## src/rtl/beta_regfile_mp_if.sv

```systemverilog
// Port bundle between decode/writeback (master) and the multi-port register file (slave).
// Signal names keep the register file's point of view (_i into it, _o out of it).
interface beta_regfile_mp_if #(
  parameter int DataWidth     = 32,
  parameter int NumRegs       = 32,
  parameter int NumReadPorts  = 2,
  parameter int NumWritePorts = 1
);
  localparam int AddrWidth = $clog2(NumRegs);

  logic [NumReadPorts-1:0][AddrWidth-1:0]  rf_raddr_i;
  logic [NumReadPorts-1:0][DataWidth-1:0]  rf_rdata_o;
  logic [NumReadPorts-1:0]                 rf_rbusy_o;
  logic [NumWritePorts-1:0]                rf_we_i;
  logic [NumWritePorts-1:0][AddrWidth-1:0] rf_waddr_i;
  logic [NumWritePorts-1:0][DataWidth-1:0] rf_wdata_i;
  logic                                    rf_set_busy_i;
  logic [AddrWidth-1:0]                    rf_set_addr_i;
  logic                                    rf_flush_i;

  modport master (
    output rf_raddr_i,
    input  rf_rdata_o,
    input  rf_rbusy_o,
    output rf_we_i,
    output rf_waddr_i,
    output rf_wdata_i,
    output rf_set_busy_i,
    output rf_set_addr_i,
    output rf_flush_i
  );

  modport slave (
    input  rf_raddr_i,
    output rf_rdata_o,
    output rf_rbusy_o,
    input  rf_we_i,
    input  rf_waddr_i,
    input  rf_wdata_i,
    input  rf_set_busy_i,
    input  rf_set_addr_i,
    input  rf_flush_i
  );
endinterface

```

## src/rtl/beta_regfile_mp.sv

```systemverilog
// Multi-port register file with busy-bit scoreboard; reads are 0-cycle, writes land next edge.
// Optional write-to-read forwarding when BETA_RF_BYPASS_EN is defined. No backpressure.
module beta_regfile_mp #(
  parameter int DataWidth     = 32,
  parameter int NumRegs       = 32,
  parameter int NumReadPorts  = 2,
  parameter int NumWritePorts = 1
) (
  input  logic              clk_i,
  input  logic              rstn_i,
  beta_regfile_mp_if.slave  rf_if
);
  localparam int AddrWidth = $clog2(NumRegs);

  logic [DataWidth-1:0] r_regs [NumRegs];
  logic [NumRegs-1:0]   r_busy;

  logic [NumRegs-1:0]   w_wr_en;
  logic [DataWidth-1:0] w_wr_dat [NumRegs];
  logic [NumRegs-1:0]   w_set;
  logic [NumRegs-1:0]   w_busy_nxt;

  // Ascending port loop: the highest-index writer to an address overrides lower ones.
  always_comb begin
    w_wr_en = '0;
    for (int r = 0; r < NumRegs; r++) begin
      w_wr_dat[r] = '0;
    end
    for (int p = 0; p < NumWritePorts; p++) begin
      if (rf_if.rf_we_i[p] && (rf_if.rf_waddr_i[p] != '0)) begin
        w_wr_en[rf_if.rf_waddr_i[p]]  = 1'b1;
        w_wr_dat[rf_if.rf_waddr_i[p]] = rf_if.rf_wdata_i[p];
      end
    end
  end

  always_comb begin
    w_set = '0;
    if (rf_if.rf_set_busy_i && (rf_if.rf_set_addr_i != '0)) begin
      w_set[rf_if.rf_set_addr_i] = 1'b1;
    end
  end

  // A new producer (set) outranks a retiring one (write); flush outranks both.
  always_comb begin
    if (rf_if.rf_flush_i) begin
      w_busy_nxt = '0;
    end else begin
      w_busy_nxt = (r_busy & ~w_wr_en) | w_set;
    end
  end

  always_ff @(posedge clk_i or negedge rstn_i) begin
    if (!rstn_i) begin
      for (int r = 0; r < NumRegs; r++) begin
        r_regs[r] <= '0;
      end
      r_busy <= '0;
    end else begin
      for (int r = 1; r < NumRegs; r++) begin
        if (w_wr_en[r]) begin
          r_regs[r] <= w_wr_dat[r];
        end
      end
      r_busy <= w_busy_nxt;
    end
  end

  always_comb begin
    for (int p = 0; p < NumReadPorts; p++) begin
      rf_if.rf_rdata_o[p] = r_regs[rf_if.rf_raddr_i[p]];
      rf_if.rf_rbusy_o[p] = r_busy[rf_if.rf_raddr_i[p]];
`ifdef BETA_RF_BYPASS_EN
      if (w_wr_en[rf_if.rf_raddr_i[p]]) begin
        rf_if.rf_rdata_o[p] = w_wr_dat[rf_if.rf_raddr_i[p]];
        rf_if.rf_rbusy_o[p] = w_set[rf_if.rf_raddr_i[p]];
      end
`endif
    end
  end

endmodule

```

## src/flat_wrapper.sv

```systemverilog
// flat-port wrapper written by rule: the top's interface ports become plain ports
module beta_regfile_mp_flat 
#(
  parameter int DataWidth     = 32,
  parameter int NumRegs       = 32,
  parameter int NumReadPorts  = 2,
  parameter int NumWritePorts = 1
)
  (clk_i, rstn_i, rf_if_rf_raddr_i, rf_if_rf_rdata_o, rf_if_rf_rbusy_o, rf_if_rf_we_i, rf_if_rf_waddr_i, rf_if_rf_wdata_i, rf_if_rf_set_busy_i, rf_if_rf_set_addr_i, rf_if_rf_flush_i);
  beta_regfile_mp_if #(.DataWidth(DataWidth), .NumRegs(NumRegs), .NumReadPorts(NumReadPorts), .NumWritePorts(NumWritePorts)) rf_if_i ();
  input  logic clk_i;
  input  logic rstn_i;
  input wire logic [$bits(rf_if_i.rf_raddr_i)-1:0] rf_if_rf_raddr_i;
  output wire logic [$bits(rf_if_i.rf_rdata_o)-1:0] rf_if_rf_rdata_o;
  output wire logic [$bits(rf_if_i.rf_rbusy_o)-1:0] rf_if_rf_rbusy_o;
  input wire logic [$bits(rf_if_i.rf_we_i)-1:0] rf_if_rf_we_i;
  input wire logic [$bits(rf_if_i.rf_waddr_i)-1:0] rf_if_rf_waddr_i;
  input wire logic [$bits(rf_if_i.rf_wdata_i)-1:0] rf_if_rf_wdata_i;
  input wire logic [$bits(rf_if_i.rf_set_busy_i)-1:0] rf_if_rf_set_busy_i;
  input wire logic [$bits(rf_if_i.rf_set_addr_i)-1:0] rf_if_rf_set_addr_i;
  input wire logic [$bits(rf_if_i.rf_flush_i)-1:0] rf_if_rf_flush_i;
  assign rf_if_i.rf_raddr_i = rf_if_rf_raddr_i;
  assign rf_if_rf_rdata_o = rf_if_i.rf_rdata_o;
  assign rf_if_rf_rbusy_o = rf_if_i.rf_rbusy_o;
  assign rf_if_i.rf_we_i = rf_if_rf_we_i;
  assign rf_if_i.rf_waddr_i = rf_if_rf_waddr_i;
  assign rf_if_i.rf_wdata_i = rf_if_rf_wdata_i;
  assign rf_if_i.rf_set_busy_i = rf_if_rf_set_busy_i;
  assign rf_if_i.rf_set_addr_i = rf_if_rf_set_addr_i;
  assign rf_if_i.rf_flush_i = rf_if_rf_flush_i;
  beta_regfile_mp #(.DataWidth(DataWidth), .NumRegs(NumRegs), .NumReadPorts(NumReadPorts), .NumWritePorts(NumWritePorts)) u_core (.clk_i(clk_i), .rstn_i(rstn_i), .rf_if(rf_if_i));
endmodule
```

## config.mk

```make
export PLATFORM = sky130hd
export DESIGN_NAME = beta_regfile_mp_flat
export DESIGN_NICKNAME = d
export VERILOG_FILES = /design/src/rtl/beta_regfile_mp_if.sv /design/src/rtl/beta_regfile_mp.sv /design/src/flat_wrapper.sv
export SDC_FILE = /design/constraint.sdc
export NUM_CORES = 2
export LEC_CHECK = 0
export BUFFER_PORTS_ARGS = -buffer_cell sky130_fd_sc_hd__buf_2
export CAP_MARGIN = 10
export CORE_MARGIN = 2
export CORE_UTILIZATION = 68
export CTS_CLUSTER_SIZE = 10
export DETAILED_ROUTE_END_ITERATION = 6
export MAX_ROUTING_LAYER = met4
export PLACE_DENSITY = 0.88
export SLEW_MARGIN = 20
export SYNTH_ARGS = -nofsm -noshare
export SYNTH_HDL_FRONTEND = slang
export SYNTH_SLANG_ARGS = --single-unit
export TNS_END_PERCENT = 1
```

## constraint.sdc

```tcl
create_clock -name clk_i -period 4.5 [get_ports clk_i]
set_clock_uncertainty 0.1 [all_clocks]
set_input_delay 0.45 -clock clk_i [delete_from_list [all_inputs] [get_ports clk_i]]
set_output_delay 0.45 -clock clk_i [all_outputs]
set_load 0.005 [all_outputs]
```

==> metrics.txt <==
outcome=completed; most common flop cell mapped by yosys=dfrtp_1; most common cell in the netlist=mux2_2; First-pass DRT Iterations=6; hold_buf cts=1; # DRC=0; period utilization=a little under nine tenths; CP Capture Type=primary output; Setup Buffers After CTS=0; routability cong.=approximately 0.86; top cells by area, synth=dfrtp_1, mux2_2, mux4_2, mux2i_1, a22o_1; final antenna-violating net count=0; Core ar.=80290 um2; max-cap viol count=0; most used cell, CP=buf_4; worst hold path startpoint=rf_if_rf_set_addr_i[1]; Place WS=886.2 ps; HP Class=in2reg; Rows=between 100 and 150; crit path time final=around 3900 ps; Global Route Usage Sum=41.74%; Final Instance Count excl. Fillers=4789; Commonest cells post-synth=mux2_2, dfrtp_1, mux4_2, clkbuf_1, mux2i_1; yosys warns=32; I/O pin count=123; CP cell instances=buf_4, buf_4, nand2_2, buf_4, buf_4, o22ai_1, a211oi_1, o31ai_1, buf_2; post-synthesis sequential area ratio=46.63%; startpoint type of the worst setup path=input pin; Routed WL=164700 um; final setup vio count=0; maximum VDD drop=0.3569 mV; post-cts gate resize count=0; largest net degree at the start of global routing=108; dpl hpwl=93880 um; CP startpoint=rf_if_rf_raddr_i[1]; Avg Inst Size Synth=between 10 and 15 um2; Slew Limit Fails=0; clk root buf=clkbuf_16; clk slew on worst S/H paths=50 ps; # port buffers=122; Post-synth EDFFs=0; Max clock buf depth=3; power density cells=438.0 nW/um2; TritonCTS clock tree=built; CTS Buf Count=113; placed insts=4647; first-pass GRT wire length=248900 um; Post-Syn Instances=~3800; Fin. Hold Viols=0; Finished Core Util=74.32%; Netlist Area Pre-Place=54950 um2; worst r2r src=u_core.r_regs[948]$_DFFE_PN0P_; vias per cell=~7.9; initial core utilization=68.44%; Async SR Flop Fraction=100.0%; DIE AREA=between 80000 and 90000 um2; Rel. slew slack=18.58%; initial antenna violation count=9; synth unique cells=33; slowest library cell on the worst path=o31ai_1; Die W=about 290 um; final setup margin=approximately 640 ps; H-Tree Level Count=3; Wirelength per Cell=about 34 um; worst hold slack=71.23 ps; required time of the critical path=3950 ps; total negative slack=0 ps; vias in the first global route=39668; grt ovf=0; f_max=259.3 MHz; Clock Sinks=between 1000 and 1500; drt initial violations=4967; crit-path max cell delay=roughly 800 ps; Final #Nets=approximately 3800; share of cells above drive strength 1=49.95%; Yosys top cell by area=dfrtp_1; unrepaired setup endpoints after global routing=false; Vias=about 38000; Synthesized Nets=3817; DIE HEIGHT=288.3 um; area grow syn2layout=8.596%; Crit path buffers/inverters=5; leakage power=26.09 nW; WS Path Type=in2out; Crit path max-delay family=buffers and inverters; worst-margin pin slew=between 1000 and 1500 ps; #FFs+latches synth=1024; highest net fanout along the worst path=22; share of the synthesized area in the top cell type=46.63%; WP data arrival=3310 ps; clk_lat worst skew=700 ps
## routing by layer
metal	vias to the layer above	global-route usage (%)	part of all wire [%]	wire length, um
li1	14395	-	-	-
met4	0	22.19	5.9	9714
met5	-	-	0	0
met2	2819	59.93	46	75310
met3	751	13.39	13	21180
met1	19664	53.36	36	58510
## flip-flops by register name, indices dropped and copies added, names as in the netlist
signal         count
u_core.r_regs    992
u_core.r_busy     32
## cells in the final DEF (no fill, tap or decap), drive strengths merged, types with 4 or more instances in the layout
cell    count
nor3b       7
a21oi      16
and2       66
nor2b       8
and3        4
a22oi      12
clkbuf    125
inv         6
nand2      37
o31ai      64
nor2       36
mux4      404
and3b       4
diode       9
nand3b      5
mux2     1057
mux2i     194
o22ai      64
a211oi     64
a22o      191
buf       236
clkinv      4
dfrtp    1024
o21ai      80
## final cells by class
class | count | area [um2]
Timing Repair Buffer | 237 | 1904
Tap cell | 1060 | 1326
Clock inverter | 7 | 127.6
Antenna cell | 9 | 22.52
Sequential cell | 1024 | 25620
Inverter | 3 | 11.26
Clock buffer | 125 | 2913
Fill cell | 4567 | 20610
Multi-Input combinational cell | 2324 | 27740
## logic make-up (layout without fill, tap and decap cells)
logic type,count (synthesis),in the layout,synth area share (%)
simple gates,175,175,1.708
mux,1655,1655,41.75
compound gates,494,494,6.608
buf+inv,412,372,3.297
other cells,0,9,0
flops,1024,1024,46.63
## where the power goes
group	switching, W	internal, W
clock	0.00365	0.00451
combinational	0.00232	0.00328
sequential	0.00140	0.0110
## final timing paths
kind,slack [ps],cells past startpoint,endpoint
worst max-delay path,640,9,rf_if_rf_rdata_o[31]
worst min-delay path,70,3,u_core.r_busy[10]$_DFF_PN0_
worst max register to register,3540,1,u_core.r_regs[948]$_DFFE_PN0P_
worst min register to register,410,1,u_core.r_regs[119]$_DFFE_PN0P_
max in group asynchronous,2750,3,u_core.r_busy[19]$_DFF_PN0_
min in group asynchronous,370,2,u_core.r_regs[689]$_DFFE_PN0P_
## tightest hold or removal path, cell delays in order
cell     delay (ps)
buf_2           180
a32oi_1         120
nor2_1           80
## stage by stage
stage	power [W]	cell area, um2
floorplan	0.01611	54950
global placement	0.01741	56600
detailed placement	0.01784	56600
CTS	0.02599	59650
global route	0.02700	59670
finish	0.02613	59670
(Power assumes the default switching activity.)
